File: src/rtl/vga_pkg.sv
// Shared screen geometry, framebuffer word type and coordinate-to-address helper
// for the pixel-plot sink.
package vga_pkg;

  localparam int unsigned SCREEN_W = 160;
  localparam int unsigned SCREEN_H = 120;
  localparam int unsigned FB_WORDS = SCREEN_W * SCREEN_H;   // 19200

  typedef struct packed {
    logic [14:0] addr;
    logic [2:0]  colour;
  } pix_t;

  // y*160 + x as two shifts and adds; 15 bits holds even 127*160+255.
  function automatic logic [14:0] xy_to_addr(input logic [7:0] x, input logic [6:0] y);
    logic [14:0] yy;
    yy = {8'd0, y};
    return (yy << 7) + (yy << 5) + {7'd0, x};
  endfunction

endpackage

File: src/rtl/plot_sink_if.sv
// Plot bus from the drawing engines plus the scan-out/checker read port.
interface plot_sink_if;

  logic [7:0] vga_x;
  logic [6:0] vga_y;
  logic [2:0] vga_colour;
  logic       vga_plot;

  logic       rd_req;
  logic [7:0] rd_x;
  logic [6:0] rd_y;
  logic       rd_ready;
  logic       rd_valid;
  logic [2:0] rd_colour;

  modport master (
    output vga_x, vga_y, vga_colour, vga_plot, rd_req, rd_x, rd_y,
    input  rd_ready, rd_valid, rd_colour
  );

  modport slave (
    input  vga_x, vga_y, vga_colour, vga_plot, rd_req, rd_x, rd_y,
    output rd_ready, rd_valid, rd_colour
  );

endinterface

File: src/rtl/plot_fifo.sv
// Small synchronous write-buffer FIFO of pix_t. Pointers carry an extra wrap
// bit so full and empty are told apart without a separate counter.
module plot_fifo
  import vga_pkg::*;
#(
  parameter  int unsigned DEPTH = 4,
  localparam int unsigned AW    = $clog2(DEPTH)
) (
  input  logic        clk,
  input  logic        rst_n,
  input  logic        push,
  input  logic        pop,
  input  pix_t        wdata,
  output pix_t        rdata,
  output logic        full,
  output logic        empty,
  output logic [AW:0] count
);

  pix_t        mem [DEPTH];
  logic [AW:0] wr_ptr;
  logic [AW:0] rd_ptr;

  assign empty = (wr_ptr == rd_ptr);
  assign full  = (wr_ptr[AW] != rd_ptr[AW]) && (wr_ptr[AW-1:0] == rd_ptr[AW-1:0]);
  assign count = wr_ptr - rd_ptr;
  assign rdata = mem[rd_ptr[AW-1:0]];

  // Pointer advance; the caller guarantees pop only when non-empty and push
  // only when a slot is free (or being freed by a same-cycle pop).
  always_ff @(posedge clk) begin
    if (!rst_n) begin
      wr_ptr <= '0;
      rd_ptr <= '0;
    end else begin
      if (push) wr_ptr <= wr_ptr + (AW+1)'(1);
      if (pop)  rd_ptr <= rd_ptr + (AW+1)'(1);
    end
  end

  // Entry storage, no reset needed since empty gates every read.
  always_ff @(posedge clk) begin
    if (push) mem[wr_ptr[AW-1:0]] <= wdata;
  end

endmodule

File: src/rtl/plot_sink.sv
// Consumer end of the pixel-plot bus: capture, range check, buffer, and commit
// to a single-port framebuffer RAM shared with a higher-priority read port.
module plot_sink #(
  parameter int unsigned FIFO_DEPTH = 4,
  parameter int unsigned SCREEN_W   = vga_pkg::SCREEN_W,
  parameter int unsigned SCREEN_H   = vga_pkg::SCREEN_H
) (
  input  logic          clk,
  input  logic          rst_n,
  plot_sink_if.slave    bus,
  output logic [14:0]   fb_addr,
  output logic [2:0]    fb_wdata,
  output logic          fb_we,
  output logic          fb_re,
  input  logic [2:0]    fb_rdata,
  input  logic          clear,
  output logic [14:0]   pixel_count,
  output logic [7:0]    oob_count,
  output logic          overflow,
  output logic          busy
);
  import vga_pkg::*;

  localparam int unsigned AW = $clog2(FIFO_DEPTH);

  // capture stage
  logic        cap_vld;
  logic        cap_in_range;
  logic [14:0] cap_addr;
  logic [2:0]  cap_colour;
  logic        plot_in_range;

  // FIFO
  pix_t        fifo_wdata;
  pix_t        head;
  logic        full;
  logic        empty;
  logic [AW:0] count;
  logic        push;
  logic        pop;

  // arbiter / read port
  logic        ready_en;
  logic        rd_ready_int;
  logic        rd_grant;
  logic        rd_in_range;
  logic        drop_full;
  logic        drop_oob;
  logic        rd_valid_q;
  logic        rd_oob_q;

  assign plot_in_range = (32'(bus.vga_x) < SCREEN_W) && (32'(bus.vga_y) < SCREEN_H);
  assign rd_in_range   = (32'(bus.rd_x)  < SCREEN_W) && (32'(bus.rd_y)  < SCREEN_H);

  // Stage C: register the plot with its range verdict and linear address.
  always_ff @(posedge clk) begin
    if (!rst_n) begin
      cap_vld      <= 1'b0;
      cap_in_range <= 1'b0;
      cap_addr     <= '0;
      cap_colour   <= '0;
    end else begin
      cap_vld <= bus.vga_plot;
      if (bus.vga_plot) begin
        cap_in_range <= plot_in_range;
        cap_addr     <= xy_to_addr(bus.vga_x, bus.vga_y);
        cap_colour   <= bus.vga_colour;
      end
    end
  end

  // Read port opens one cycle after reset is released.
  always_ff @(posedge clk) begin
    if (!rst_n) ready_en <= 1'b0;
    else        ready_en <= 1'b1;
  end

  // Port arbiter and stage F push decision. Reads win the RAM port but are
  // held off once the FIFO is nearly full, so writes always make progress.
  always_comb begin
    rd_ready_int = ready_en && rst_n && (count < (AW+1)'(FIFO_DEPTH - 1));
    rd_grant     = bus.rd_req && rd_ready_int;
    pop          = !rd_grant && !empty;
    push         = cap_vld && cap_in_range && (!full || pop);
    drop_full    = cap_vld && cap_in_range && full && !pop;
    drop_oob     = cap_vld && !cap_in_range;
    fb_re        = rd_grant && rd_in_range;
    fb_we        = pop;
    fb_addr      = '0;
    fb_wdata     = '0;
    if (fb_re) begin
      fb_addr = xy_to_addr(bus.rd_x, bus.rd_y);
    end else if (pop) begin
      fb_addr  = head.addr;
      fb_wdata = head.colour;
    end
  end

  assign fifo_wdata = '{addr: cap_addr, colour: cap_colour};

  plot_fifo #(.DEPTH(FIFO_DEPTH)) u_fifo (
    .clk   (clk),
    .rst_n (rst_n),
    .push  (push),
    .pop   (pop),
    .wdata (fifo_wdata),
    .rdata (head),
    .full  (full),
    .empty (empty),
    .count (count)
  );

  // Read return: one cycle after the grant; out-of-range reads return 0.
  always_ff @(posedge clk) begin
    if (!rst_n) begin
      rd_valid_q <= 1'b0;
      rd_oob_q   <= 1'b0;
    end else begin
      rd_valid_q <= rd_grant;
      rd_oob_q   <= !rd_in_range;
    end
  end

  assign bus.rd_ready  = rd_ready_int;
  assign bus.rd_valid  = rd_valid_q;
  assign bus.rd_colour = (rd_valid_q && !rd_oob_q) ? fb_rdata : 3'd0;

  // Saturating statistics; clear takes priority over any same-cycle increment.
  always_ff @(posedge clk) begin
    if (!rst_n || clear) begin
      pixel_count <= '0;
      oob_count   <= '0;
      overflow    <= 1'b0;
    end else begin
      if (pop && (pixel_count != '1))    pixel_count <= pixel_count + 15'd1;
      if (drop_oob && (oob_count != '1)) oob_count   <= oob_count + 8'd1;
      if (drop_full)                     overflow    <= 1'b1;
    end
  end

  assign busy = !empty || cap_vld;

endmodule

File: src/flat_wrapper.sv
// flat-port wrapper written by rule: the top's interface ports become plain ports
module plot_sink_flat import vga_pkg::*;
#(
  parameter int unsigned FIFO_DEPTH = 4,
  parameter int unsigned SCREEN_W   = vga_pkg::SCREEN_W,
  parameter int unsigned SCREEN_H   = vga_pkg::SCREEN_H
)
  (clk, rst_n, fb_addr, fb_wdata, fb_we, fb_re, fb_rdata, clear, pixel_count, oob_count, overflow, busy, bus_vga_x, bus_vga_y, bus_vga_colour, bus_vga_plot, bus_rd_req, bus_rd_x, bus_rd_y, bus_rd_ready, bus_rd_valid, bus_rd_colour);
  plot_sink_if bus_i ();
  input  logic clk;
  input  logic rst_n;
  output logic [14:0] fb_addr;
  output logic [2:0] fb_wdata;
  output logic fb_we;
  output logic fb_re;
  input  logic [2:0] fb_rdata;
  input  logic clear;
  output logic [14:0] pixel_count;
  output logic [7:0] oob_count;
  output logic overflow;
  output logic busy;
  input wire logic [$bits(bus_i.vga_x)-1:0] bus_vga_x;
  input wire logic [$bits(bus_i.vga_y)-1:0] bus_vga_y;
  input wire logic [$bits(bus_i.vga_colour)-1:0] bus_vga_colour;
  input wire logic [$bits(bus_i.vga_plot)-1:0] bus_vga_plot;
  input wire logic [$bits(bus_i.rd_req)-1:0] bus_rd_req;
  input wire logic [$bits(bus_i.rd_x)-1:0] bus_rd_x;
  input wire logic [$bits(bus_i.rd_y)-1:0] bus_rd_y;
  output wire logic [$bits(bus_i.rd_ready)-1:0] bus_rd_ready;
  output wire logic [$bits(bus_i.rd_valid)-1:0] bus_rd_valid;
  output wire logic [$bits(bus_i.rd_colour)-1:0] bus_rd_colour;
  assign bus_i.vga_x = bus_vga_x;
  assign bus_i.vga_y = bus_vga_y;
  assign bus_i.vga_colour = bus_vga_colour;
  assign bus_i.vga_plot = bus_vga_plot;
  assign bus_i.rd_req = bus_rd_req;
  assign bus_i.rd_x = bus_rd_x;
  assign bus_i.rd_y = bus_rd_y;
  assign bus_rd_ready = bus_i.rd_ready;
  assign bus_rd_valid = bus_i.rd_valid;
  assign bus_rd_colour = bus_i.rd_colour;
  plot_sink #(.FIFO_DEPTH(FIFO_DEPTH), .SCREEN_W(SCREEN_W), .SCREEN_H(SCREEN_H)) u_core (.clk(clk), .rst_n(rst_n), .bus(bus_i), .fb_addr(fb_addr), .fb_wdata(fb_wdata), .fb_we(fb_we), .fb_re(fb_re), .fb_rdata(fb_rdata), .clear(clear), .pixel_count(pixel_count), .oob_count(oob_count), .overflow(overflow), .busy(busy));
endmodule
File: config.mk
export PLATFORM = sky130hd
export DESIGN_NAME = plot_sink_flat
export DESIGN_NICKNAME = d
export VERILOG_FILES = /design/src/rtl/vga_pkg.sv /design/src/rtl/plot_sink_if.sv /design/src/rtl/plot_fifo.sv /design/src/rtl/plot_sink.sv /design/src/flat_wrapper.sv
export SDC_FILE = /design/constraint.sdc
export NUM_CORES = 1
export LEC_CHECK = 0
export BUFFER_PORTS_ARGS = -buffer_cell sky130_fd_sc_hd__buf_4
export CAP_MARGIN = 30
export CORE_UTILIZATION = 50
export CTS_CLUSTER_DIAMETER = 100
export DETAILED_ROUTE_END_ITERATION = 16
export GPL_TIMING_DRIVEN = 0
export PLACE_DENSITY = 0.76
export SYNTH_ARGS = -nofsm -noshare
export SYNTH_HDL_FRONTEND = slang
export SYNTH_SLANG_ARGS = --single-unit
File: constraint.sdc
create_clock -name clk -period 4.12 [get_ports clk]
set_input_delay 0.206 -clock clk [delete_from_list [all_inputs] [get_ports clk]]
set_output_delay 0.206 -clock clk [all_outputs]
set_load 0.01 [all_outputs]
# [Word-level counts from Yosys, hierarchy flattened]
# Memory sizes are Yosys's and may differ from the RTL's. A register that Yosys moved wholly into a read port is not among the register bits.
# Index checks and enable logic that the tools add are counted.
[classes] n_eq_ne=5 addsub=9 n_lt_le_gt_ge=5 n_mux=10 n_reduce_logical=27
[ops] operator="14-bit by 12-bit adder with 15-bit output" n=2
[ops] operator="15-bit by 8-bit adder with 15-bit output" n=2
[ops] operator="15-bit 2-to-1 mux" n=2
[ops] operator="1-bit logical AND" n=16
[ops] operator="8-bit < comparator, second input constant" n=2
[ops] operator="15-bit by 1-bit adder with 15-bit output, second input constant" n=1
[ops] operator="15-bit != test, second input constant" n=1
[ops] operator="7-bit < comparator, second input constant" n=2
[ops] operator="3-bit 2-to-1 mux" n=3
[ops] operator="8-bit by 1-bit adder with 8-bit output, second input constant" n=1
[ops] operator="1-bit logical NOT" n=8
[ops] operator="8-bit != test, second input constant" n=1
[ops] operator="3-bit by 1-bit adder with 3-bit output, second input constant" n=2
[ops] operator="2-bit 2-to-1 mux" n=2
[ops] operator="3-bit == test" n=1
[ops] operator="1-bit logical OR" n=3
[ops] operator="3-bit by 2-bit < comparator with 1-bit output, second input constant" n=1
[ops] operator="1-bit 2-to-1 mux" n=3
[ops] operator="3-bit subtractor" n=1
[ops] operator="2-bit == test" n=1
[ops] operator="1-bit != test" n=1
[word_totals] input_bits=41 memories=1 register_bits=53 ram_bits=72 output_inout_bits=50 word_cells=69
[memory_table] memory="u_core.u_fifo.mem" words=4 word_bits=18 read_ports=1 rd_clocked_by_memory_dff=1 wr=1 line_no="plot_fifo.sv:20" rtl="pix_t mem [DEPTH];"

# [Depth between registers and ports, before layout]
# Gate-level depths: netlist (run 1).
[depth] word_depth=10 ltp_mapped=10 mapped_depth_nobuf=9

# [Hierarchy]
# From an unflattened synthesis (run 1), not the netlist that was laid out.
[hier_totals] cells_unflattened=480 hier_area_um2=6094.6
[by_module_without_submodules] mod="plot_fifo" seq_area_each_um2=2322.2 n_inst=1 area_each_um2=3090.5 cells_each=141
[by_module_without_submodules] mod="plot_sink" seq_area_each_um2=940.9 n_inst=1 area_each_um2=3004.1 cells_each=339

# [Least setup slack after synthesis (run 1)]
# OpenSTA, ideal clock, no wires.
[synth_path] kind="reg-to-reg" startpoint="register u_core.u_fifo.wr_ptr[0]" endpoint="memory u_core.u_fifo.mem[3][0] (netlist name), enable pin" setup_time_ns=0.377 arrival_ns=2.379 path_stages_with_launch=9 n_path_buf=0 slack_ns=1.364 required_ns=3.743 synth_period_minus_slack_ns=2.756 path_cell_list="dfxtp_1 > inv_1 > ha_1 > inv_1 > fa_1 > nor2b_1 > or3_1 > o311a_1 > and2_1"
[synth_via] elab_chain_len=10 word_cells_on_any_way=15 cone_classes="add/sub (1); order compare (1); eq/ne (2); mux (2); reduce/logical (9)"
[synth_rtl] item="start: declaration" line_no="plot_fifo.sv:21" rtl="logic [AW:0] wr_ptr;"
[synth_rtl] item="start signal: assignment" line_no="plot_fifo.sv:36" rtl="if (push) wr_ptr <= wr_ptr + (AW+1)'(1);"
[synth_rtl] item="3-bit subtractor" line_no="plot_fifo.sv:26" rtl="assign count = wr_ptr - rd_ptr;"
[synth_rtl] item="3-bit by 2-bit < comparator with 1-bit output" line_no="plot_sink.sv:81" rtl="rd_ready_int = ready_en && rst_n && (count < (AW+1)'(FIFO_DEPTH - 1));"
[synth_rtl] item="1-bit logical AND" line_no="plot_sink.sv:81"
[synth_rtl] item="1-bit logical AND" line_no="plot_sink.sv:82" rtl="rd_grant = bus.rd_req && rd_ready_int;"
[synth_rtl] item="1-bit logical NOT" line_no="plot_sink.sv:83" rtl="pop = !rd_grant && !empty;"
[synth_rtl] item="1-bit logical AND" line_no="plot_sink.sv:83"
[synth_rtl] item="1-bit logical OR" line_no="plot_sink.sv:84" rtl="push = cap_vld && cap_in_range && (!full || pop);"
[synth_rtl] item="1-bit logical AND" line_no="plot_sink.sv:84"
[synth_rtl] item="1-bit 2-to-1 mux" line_no="plot_fifo.sv:43" rtl="if (push) mem[wr_ptr[AW-1:0]] <= wdata;"
[synth_rtl] item="1-bit 2-to-1 mux (not written as such)" line_no="plot_fifo.sv:43"
[synth_rtl] item="end: declaration" line_no="plot_fifo.sv:20"
# Parallel ways exist; a longest one is shown, timed or not.

# [Worst setup path after layout (run 1)]
[layout_path] startpoint="register u_core.u_fifo.wr_ptr[0]" endpoint="output fb_addr[7]"
[layout_via] elab_chain_len=8 word_cells_on_any_way=11 cone_classes="add/sub (1); order compare (1); eq/ne (1); mux (2); reduce/logical (6)"
[layout_rtl] item="3-bit subtractor" line_no="plot_fifo.sv:26"
[layout_rtl] item="3-bit by 2-bit < comparator with 1-bit output" line_no="plot_sink.sv:81"
[layout_rtl] item="1-bit logical AND" line_no="plot_sink.sv:81"
[layout_rtl] item="1-bit logical AND" line_no="plot_sink.sv:82"
[layout_rtl] item="1-bit logical NOT" line_no="plot_sink.sv:83"
[layout_rtl] item="1-bit logical AND" line_no="plot_sink.sv:83"
[layout_rtl] item="15-bit 2-to-1 mux" line_no="plot_sink.sv:93" rtl="end else if (pop) begin"
[layout_rtl] item="15-bit 2-to-1 mux (*)" line_no="plot_sink.sv:91" rtl="if (fb_re) begin"
[layout_rtl] item="end: declaration" line_no="flat_wrapper.sv:12" rtl="output logic [14:0] fb_addr;"
# Every way passes the cells marked *; elsewhere a longest branch is shown, timed or not.

==> flow_metrics.env, run 1 <==
export IMPL_synth_top_family_by_area="simple AND/OR/NAND/NOR gates"
export IMPL_fin_tns_setup_ns=0
export IMPL_yosys_warnings=0
export IMPL_rows=39
export IMPL_intPower_mw=2.77
export IMPL_rsz0062_at_grt="no"
export IMPL_core_area_um2=11700
export IMPL_ys_async_sr_fraction=0
export IMPL_die_y_um=112
export IMPL_synthMuxAreaShare=0.0912
export IMPL_drt_wl_total_mm=13.4
export IMPL_max_slew_margin=0.347
export IMPL_worstPathArrival_ns=3.43
export IMPL_p_leak_nw=2.99
export IMPL_min_delay_worst_endpoint="u_core.cap_colour[0]"
export IMPL_setup_viol=0
export IMPL_grt_pass1_wl_mm=21.0
export IMPL_pre_cts_slack_ns=0.794
export IMPL_cts_inserted_buffers=17
export IMPL_htree_num_levels=4
export IMPL_crit_path_max_fanout=10
export IMPL_synth_avg_cell_area_um2=12.7
export IMPL_clk_pin_slew_ns=0.05
export IMPL_r2r_cells=8
export IMPL_cp_startpoint="u_core.u_fifo.wr_ptr[0]"
export IMPL_synthTopCellsByArea="edfxtp_1, dfxtp_1, ha_1, mux4_2, xnor2_1"
export IMPL_post_cts_buffers=0
export IMPL_drv_slew=0
export IMPL_diodes=0
export IMPL_synth_edf_count=72
export IMPL_grt_overflow_total=0
export IMPL_synth_compound_area_frac=0.0758
export IMPL_num_vias=4293
export IMPL_crit_type="flip-flop to primary output"
export IMPL_netlist_area_um2=6090
export IMPL_fin_crit_ns=3.64
export IMPL_synth_main_ff_cell="edfxtp_1"
export IMPL_p_per_area_nw_per_um2=479
export IMPL_hold_violations=0
export IMPL_cts_tree="done"
export IMPL_pwr_share_comb=0.176
export IMPL_setup_slack_ns=0.484
export IMPL_cp_end_kind="primary output"
export IMPL_fin_nets=674
export IMPL_ys_seq_elements=127
export IMPL_power_switching_uw=902
export IMPL_die_x_um=112
export IMPL_ant_nets=0
export IMPL_power_mw=3.67
export IMPL_fin_crit_sh=0.883
export IMPL_gr_usage_all_layers=0.222
export IMPL_yosysMostFrequentCell="edfxtp_1"
export IMPL_vdd_drop_max_v=0.000275
export IMPL_yosys_area_share_simple=0.135
export IMPL_holdPathStages=3
export IMPL_firstDrtPassIters=5
export IMPL_port_buffers=90
export IMPL_skew_ns=0.0100
export IMPL_synth_top_area_frac=0.355
export IMPL_start_util=0.522
export IMPL_clk_latency_ns=0.41
export IMPL_tightest_slew_ns=0.979
export IMPL_synth_nets=562
export IMPL_p_seq_frac=0.384
export IMPL_grt_max_degree=20
export IMPL_antenna_found_initial=0
export IMPL_synth_top_cells_by_count="edfxtp_1, dfxtp_1, ha_1"
export IMPL_netSwitchingFraction=0.246
export IMPL_die_area_um2=12600
export IMPL_gp_congestion=0.864
export IMPL_synthCells=481
export IMPL_synth_cell_type_count=60
export IMPL_drtIter0Drc=355
export IMPL_rr_endpoint="u_core.u_fifo.mem[1][2]"
export IMPL_rr_startpoint="u_core.u_fifo.wr_ptr[0]"
export IMPL_ys_seq_area_frac=0.536
export IMPL_min_from="bus_vga_colour[0]"
export IMPL_grt_pass1_vias=4225
export IMPL_num_io_pins=91
export IMPL_drcViolationCount=0
export IMPL_cts_sinks=127
export IMPL_maxCapViolations=0
export IMPL_cts_root_buf="clkbuf_16"
export IMPL_synthAdderAreaFrac=0.0883
export IMPL_post_drt_wl_per_cell_um=17.9
export IMPL_startpoint_type="flip-flop"
export IMPL_area_delta_synth_final_pct=25.7
export IMPL_status="finished clean"
export IMPL_hp_class="input pin to flip-flop"
export IMPL_synth_top_cell_by_area="edfxtp_1"
export IMPL_place_hpwl_mm=8.96
export IMPL_timing_fmax_mhz=275
export IMPL_required_ns=3.91
export IMPL_viasPerCell=5.73
export IMPL_cts_resized=0
export IMPL_drive_gt1_frac=0.254
export IMPL_clockBufferDepth=2
export IMPL_synthXorXnorAreaFrac=0.0425
export IMPL_reg2reg_setup_slack_ns=0.75
export IMPL_clock_power_share=0.439
==> cells in the final DEF, fill, tap and decap left out, drive strengths merged, types with 3 or more instances in the layout <==
cell      instances
nor2             31
nor3              7
clkinvlp          4
nand4             8
inv              24
clkinv            6
nor4b             4
and3              3
bufinv            5
o21ai             9
nand3             9
buf             101
mux4             18
nand2            22
mux2i            15
nor3b             3
a22o             14
a21oi            11
nor4              9
edfxtp           72
dfxtp            55
ha               35
clkbuf           27
xnor2            18
nor2b            22
and2             17
xor2              9
o211ai            5
o21a              3
fa                5
==> power by group through the flow <==
stage / logic [mW] / registers [mW] / clock network (mW)
CTS: 0.644 / 1.41 / 1.62
global route: 0.698 / 1.41 / 1.68
detailed placement: 0.631 / 1.43 / 0
global placement: 0.613 / 1.43 / 0
finish: 0.647 / 1.41 / 1.61
floorplan: 0.412 / 1.42 / 0
==> through the flow <==
stage / cell area [um2] / std cells / hold slack, ns / utilization
floorplan: 6090 / 481 / 0.234 / -
finish: 7660 / 749 / 0.0575 / 0.657
detailed placement: 6950 / 714 / 0.379 / 0.596
global route: 7660 / 749 / 0.0710 / 0.657
CTS: 7600 / 747 / 0.0462 / 0.652
global placement: 6950 / 714 / 0.381 / 0.596
==> worst max path at each step <==
stage / to / cells after the start / slack (ns)
2_1_floorplan: u_core.u_fifo.mem[3][0] / 8 / 1.36
3_3_place_gp: u_core.u_fifo.mem[3][4] / 8 / 0.93
3_5_place_dp: u_core.u_fifo.mem[0][4] / 8 / 0.79
4_1_cts: fb_addr[7] / 10 / 0.47
5_1_grt: fb_addr[7] / 10 / 0.33
6_report: fb_addr[7] / 10 / 0.48
==> worst max-delay path, cell delays in order, from the launching register on <==
cell     delay (ns)
dfxtp_1        0.33
inv_1          0.16
ha_1           0.19
inv_1          0.06
fa_1           0.46
nor2b_1        0.20
or3_1          0.38
nor3_2         0.61
buf_4          0.30
a22o_1         0.19
buf_4          0.13
==> sequential cells by signal, indices dropped and copies added, names as in the netlist, named ones only <==
register,cells
u_core.cap_vld,1
u_core.cap_in_range,1
u_core.u_fifo.wr_ptr,3
u_core.ready_en,1
u_core.overflow,1
u_core.rd_oob_q,1
u_core.pixel_count,15
u_core.bus.rd_valid,1
u_core.cap_addr,15
u_core.cap_colour,3
u_core.u_fifo.mem,72
u_core.u_fifo.rd_ptr,3
u_core.oob_count,8
==> metal layers <==
metal	routed length (um)	GRT usage	vias to the layer above
met3	885	0.0545	21
li1	-	-	2017
met5	0	0	-
met1	5550	0.274	2083
met2	6700	0.373	172
met4	284	0.0933	0
==> logic make-up (layout without fill, tap and decap cells) <==
| logic type | Yosys count | after routing |
|---|---|---|
| AOI/OAI and AO/OA | 64 | 64 |
| xor gates and xnor gates | 28 | 28 |
| DFF | 127 | 127 |
| muxes | 33 | 33 |
| adders and majority gates | 40 | 40 |
| and+or+nand+nor | 146 | 146 |
| buffers and inverters | 43 | 168 |
==> final cells by class <==
class / instances / area [um2]
Clock buffer: 18 / 429
Inverter: 25 / 93.8
Multi-Input combinational cell: 311 / 2640
Fill cell: 831 / 4000
Buffer: 18 / 97.6
Tap cell: 143 / 179
Sequential cell: 127 / 3260
Timing Repair Buffer: 93 / 741
Clock inverter: 14 / 216
==> what timing repair did <==
| action | 4_1_cts | 5_1_grt |
|---|---|---|
| setup endpoints to repair | 0 | 0 |
| hold endpoints to repair | 1 | 0 |
| hold buffers | 1 | 0 |
(Power assumes the default switching activity.)
==> inputs of run 2 (changes only) <==
--- a/config.mk
+++ b/config.mk
@@ -14,2 +14,3 @@
 export PLACE_DENSITY = 0.76
+export RECOVER_POWER = 100
 export SYNTH_ARGS = -nofsm -noshare
--- a/constraint.sdc
+++ b/constraint.sdc
@@ -3,2 +3,2 @@
 set_output_delay 0.206 -clock clk [all_outputs]
-set_load 0.01 [all_outputs]
+set_load 0.02 [all_outputs]
==> run 2 against run 1 <==
Fmax decreased by 3.3%. Sequential share of layout area increased by 1.4 points. Final cell count unchanged. Global-route usage unchanged. Die area unchanged. Largest cell class unchanged.
==> flow_metrics.env, run 2 (synthesis results as in run 1) <==
export IMPL_status="finished clean"
export IMPL_area_delta_synth_final_pct=21.7
export IMPL_gr_usage_met1=0.274
export IMPL_largest_reg_flops=72
export IMPL_netSwitchingFraction=0.256
export IMPL_die_area_um2=12600
export IMPL_diodes=0
export IMPL_place_hpwl_mm=8.96
export IMPL_drtIter0Drc=318
export IMPL_num_vias=4287
export IMPL_htree_num_levels=4
export IMPL_firstDrtPassIters=5
export IMPL_required_ns=3.91
export IMPL_fin_crit_ns=3.76
export IMPL_tightest_slew_ns=1.41
export IMPL_p_leak_nw=2.76
export IMPL_grt_busiest_layer="met2"
export IMPL_power_switching_uw=937
export IMPL_viasPerCell=5.72
export IMPL_rsz0062_at_grt="no"
export IMPL_grt_met2_usage=0.373
export IMPL_hp_class="input pin to flip-flop"
export IMPL_cts_tree="done"
export IMPL_cts_root_buf="clkbuf_16"
export IMPL_cp_cell_sequence="inv_1, ha_1, inv_1, fa_1, nor2b_1, nor4_4, nor2_1, clkbuf_1, a22o_1, clkbuf_1"
export IMPL_grt_pass1_vias=4225
export IMPL_gr_usage_all_layers=0.222
export IMPL_grt_max_degree=20
export IMPL_clockBufferDepth=2
export IMPL_place_inst=714
export IMPL_multi_input_area_um2=2620
export IMPL_pwr_share_comb=0.175
export IMPL_p_seq_frac=0.385
export IMPL_skew_ns=0.00935
export IMPL_ant_nets=0
export IMPL_vdd_drop_max_v=0.000275
export IMPL_hold_ws_ns=0.0565
export IMPL_clk_pin_slew_ns=0.05
export IMPL_hold_violations=0
export IMPL_start_util=0.522
export IMPL_cp_slowest_cell="clkbuf_1"
export IMPL_die_x_um=112
export IMPL_max_slew_margin=0.0583
export IMPL_drive_gt1_frac=0.170
export IMPL_n_fill_cell=881
export IMPL_fin_nets=674
export IMPL_seq_area_um2=3260
export IMPL_worstPathArrival_ns=3.56
export IMPL_crit_type="flip-flop to primary output"
export IMPL_startpoint_type="flip-flop"
export IMPL_port_buffers=90
export IMPL_antenna_found_initial=0
export IMPL_intPower_mw=2.72
export IMPL_p_per_area_nw_per_um2=493
export IMPL_cts_inserted_buffers=17
export IMPL_cts_resized=0
export IMPL_timing_fmax_mhz=266
export IMPL_fin_tns_setup_ns=0
export IMPL_crit_path_max_incr_delay_ns=0.55
export IMPL_rows=39
export IMPL_clk_latency_ns=0.41
export IMPL_maxCapViolations=0
export IMPL_fin_crit_sh=0.913
export IMPL_fin_cells=749
export IMPL_num_io_pins=91
export IMPL_drv_slew=0
export IMPL_grt_pass1_wl_mm=21.0
export IMPL_layout_commonest_cell="edfxtp_1"
export IMPL_cp_end_kind="primary output"
export IMPL_core_area_um2=11700
export IMPL_utilization=0.636
export IMPL_cts_sinks=127
export IMPL_drcViolationCount=0
export IMPL_power_mw=3.66
export IMPL_gp_congestion=0.864
export IMPL_die_y_um=112
export IMPL_crit_path_max_fanout=10
export IMPL_gr_usage_met3=0.0545
export IMPL_drt_wl_total_mm=13.4
export IMPL_post_drt_wl_per_cell_um=17.9
export IMPL_clock_power_share=0.439
export IMPL_grt_overflow_total=0
export IMPL_layout_common_cells="edfxtp_1, clkbuf_1, dfxtp_1"
export IMPL_setup_viol=0
## run 2: cell types whose count changed in the layout (fill, tap and decap cells not counted), moves of 2 or more
cell	before	now
and2_0	0	14
and2_1	17	3
buf_4	91	47
buf_6	3	1
buf_16	2	0
clkbuf_1	10	59
## run 2: layout make-up
| cell class | count | share of cell area |
|---|---|---|
| Sequential cell | 127 | 0.440 |
| Multi-Input combinational cell | 311 | 0.354 |
| Timing Repair Buffer | 93 | 0.0712 |
| Clock buffer | 18 | 0.0579 |
| Clock inverter | 14 | 0.0292 |
| Tap cell | 143 | 0.0241 |
| Inverter | 25 | 0.0127 |
| Buffer | 18 | 0.0111 |
## run 2: repair_timing
item | CTS | global route
hold buffers | 1 | 0
endpoints found under the hold margin | 1 | 0
endpoints found under the setup margin | 0 | 0
setup buffers | 0 | 0
## run 2: stage by stage
stage                     worst slack [ns]  cell area, um2
after floorplan                       1.36            6090
after global placement               0.926            6950
after detailed placement             0.794            6950
after CTS                            0.454            7600
after global routing                 0.177            7420
final                                0.358            7420
## run 2: path summary, 6_finish.rpt
check,startpoint,endpoint,slack [ns],depth (start not counted)
setup / recovery,u_core.u_fifo.wr_ptr[0],fb_addr[4],0.36,10
hold / removal,bus_vga_colour[0],u_core.cap_colour[0],0.06,3
setup reg to reg,u_core.u_fifo.wr_ptr[0],u_core.u_fifo.mem[0][10],0.42,9
hold reg to reg,u_core.pixel_count[14],u_core.pixel_count[14],0.50,2
## run 2: critical path, delay by kind of cell, from the launching register on
kind	cells	cell delay, ns
AO/OA/AOI/OAI	1	0.23
adder cells (fa/ha/maj)	2	0.72
AND/OR/NAND/NOR	3	0.83
flip-flops	1	0.33
buffers and inverters	4	1.03
## run 2: layer usage
layer | vias up | share of wire | wire length (um)
met1 | 2066 | 0.42 | 5670
li1 | 2020 | - | -
met4 | 0 | 0.018 | 235
met2 | 182 | 0.49 | 6630
met5 | - | 0 | 0
met3 | 19 | 0.065 | 875
## run 2: power by group through the flow
stage | clock [mW] | sequential (mW) | combinational, mW
floorplan | 0 | 1.43 | 0.454
global placement | 0 | 1.43 | 0.659
detailed placement | 0 | 1.43 | 0.676
CTS | 1.62 | 1.41 | 0.689
global route | 1.68 | 1.41 | 0.694
finish | 1.61 | 1.41 | 0.642
==> inputs of run 3 (changes only) <==
==> constraint.sdc (replaced) <==
create_clock -name clk -period 4.12 [get_ports clk]
set_input_delay 0.824 -clock clk [delete_from_list [all_inputs] [get_ports clk]]
set_output_delay 0.824 -clock clk [all_outputs]
set_load 0.02 [all_outputs]
==> run 3 against run 2 <==
Fmax decreased by 6.2%. Sequential cell count did not move. Clock-buffer cell count is the same. Via count is essentially flat. Power grew 0.51%. Clock skew decreased by 0.00089 ns. Critical path type is now input pin to primary output. Global-route usage about the same. Register-to-register slack is essentially flat. Hold slack gained 0.45 ns. Sequential share of layout area fell by 0.14 points. Critical endpoint is now fb_addr[14].
==> flow_metrics.env, run 3 (synthesis results as in run 1) <==
export IMPL_startpoint_type="input pin"
export IMPL_cts_sinks=127
export IMPL_htree_num_levels=4
export IMPL_hold_violations=0
export IMPL_worstPathArrival_ns=3.19
export IMPL_port_buffers=90
export IMPL_diodes=0
export IMPL_crit_path_max_fanout=3
export IMPL_firstDrtPassIters=5
export IMPL_fin_cells=749
export IMPL_layout_commonest_cell="edfxtp_1"
export IMPL_cts_tree="done"
export IMPL_layout_common_cells="edfxtp_1, dfxtp_1, buf_4"
export IMPL_drcViolationCount=0
export IMPL_p_leak_nw=2.81
export IMPL_setup_viol=0
export IMPL_fin_crit_ns=4.01
export IMPL_grt_overflow_total=0
export IMPL_cts_root_buf="clkbuf_16"
export IMPL_drt_wl_total_mm=13.4
export IMPL_power_mw=3.68
export IMPL_drv_slew=0
export IMPL_maxCapViolations=0
export IMPL_start_util=0.522
export IMPL_die_x_um=112
export IMPL_cp_end_kind="primary output"
export IMPL_die_y_um=112
export IMPL_die_area_um2=12600
export IMPL_place_inst=714
export IMPL_timing_fmax_mhz=249
export IMPL_largest_reg_flops=72
export IMPL_required_ns=3.30
export IMPL_ant_nets=0
export IMPL_fin_tns_setup_ns=0
export IMPL_viasPerCell=5.73
export IMPL_post_drt_wl_per_cell_um=17.9
export IMPL_rsz0062_at_grt="no"
export IMPL_drive_gt1_frac=0.193
export IMPL_clk_pin_slew_ns=0.06
export IMPL_skew_ns=0.00846
export IMPL_hold_ws_ns=0.504
export IMPL_grt_max_degree=20
export IMPL_num_io_pins=91
export IMPL_antenna_found_initial=0
export IMPL_clockBufferDepth=2
export IMPL_area_delta_synth_final_pct=22.1
export IMPL_num_vias=4290
export IMPL_crit_type="input pin to primary output"
export IMPL_n_fill_cell=880
export IMPL_hp_class="flip-flop to flip-flop"
export IMPL_max_slew_margin=0.0767
export IMPL_gr_usage_all_layers=0.222
export IMPL_grt_pass1_wl_mm=21.0
export IMPL_fin_nets=674
export IMPL_p_per_area_nw_per_um2=494
export IMPL_drtIter0Drc=301
export IMPL_grt_pass1_vias=4238
export IMPL_fin_crit_sh=0.974
export IMPL_tightest_slew_ns=1.38
export IMPL_vdd_drop_max_v=0.000275
export IMPL_rows=39
export IMPL_clk_latency_ns=0.41
export IMPL_status="finished clean"
export IMPL_core_area_um2=11700
export IMPL_cts_inserted_buffers=17
export IMPL_gp_congestion=0.864
export IMPL_place_hpwl_mm=8.96
## run 3: per-stage QoR
step                setup slack, ns  utilization  cell area, um2
floorplan                     0.467            -            6090
global placement              0.154        0.596            6950
detailed placement            0.126        0.596            6950
CTS                          0.0188        0.652            7600
global route                0.00586        0.638            7440
finish                        0.109        0.638            7440
## run 3: critical path: stages
cell and delay (ns):
buf_4 0.09, inv_1 0.05, fa_1 0.53, inv_1 0.07
fa_1 0.47, a211oi_1 0.28, o21bai_1 0.12, a21oi_1 0.25
o21bai_1 0.09, a32o_1 0.27, buf_4 0.16
## run 3: worst paths after layout
path                                              start                        to  slack [ns]  depth (start not counted)
worst min register to register          u_core.overflow           u_core.overflow        0.50                          2
worst max register to register  u_core.u_fifo.wr_ptr[0]  u_core.u_fifo.mem[0][16]        0.41                          9
worst min-delay path                    u_core.overflow           u_core.overflow        0.50                          2
worst max-delay path                        bus_rd_y[0]               fb_addr[14]        0.11                         11
## run 3: timing repair
| action | 4_1_cts | 5_1_grt |
|---|---|---|
| buffers inserted | 0 | 1 |
| setup endpoints to repair | 9 | 9 |
| hold endpoints to repair | 0 | 0 |
| hold buffers | 0 | 0 |
| gates resized for setup | 1 | 0 |
| pin swaps | 0 | 1 |
| cloned | 0 | 0 |
## run 3: per-layer routing
layer / wire length [um] / part of all wire / up-vias / track usage
met4: 280 / 0.021 / 0 / 0.0960
met3: 740 / 0.055 / 23 / 0.0551
met2: 6680 / 0.50 / 160 / 0.373
met5: 0 / 0 / - / 0
met1: 5680 / 0.42 / 2089 / 0.273
li1: - / - / 2018 / -
## run 3: where the power goes
part	internal, mW	total (mW)	switching, mW	leakage (nW)
clock network	1.07	1.61	0.537	0.302
registers	1.38	1.41	0.0317	1.11
logic	0.287	0.660	0.372	1.40
total	2.74	3.68	0.940	2.81
## run 3: area by class of cell
type | instances | area, um2 | area share
plain buffers | 18 | 87.6 | 0.0118
inverters | 25 | 93.8 | 0.0126
flip-flops and latches | 127 | 3260 | 0.439
repair buffers | 93 | 541 | 0.0727
well taps | 143 | 179 | 0.0240
clock inverters | 14 | 216 | 0.0291
multi-input cells | 311 | 2630 | 0.354
clock buffers | 18 | 429 | 0.0577
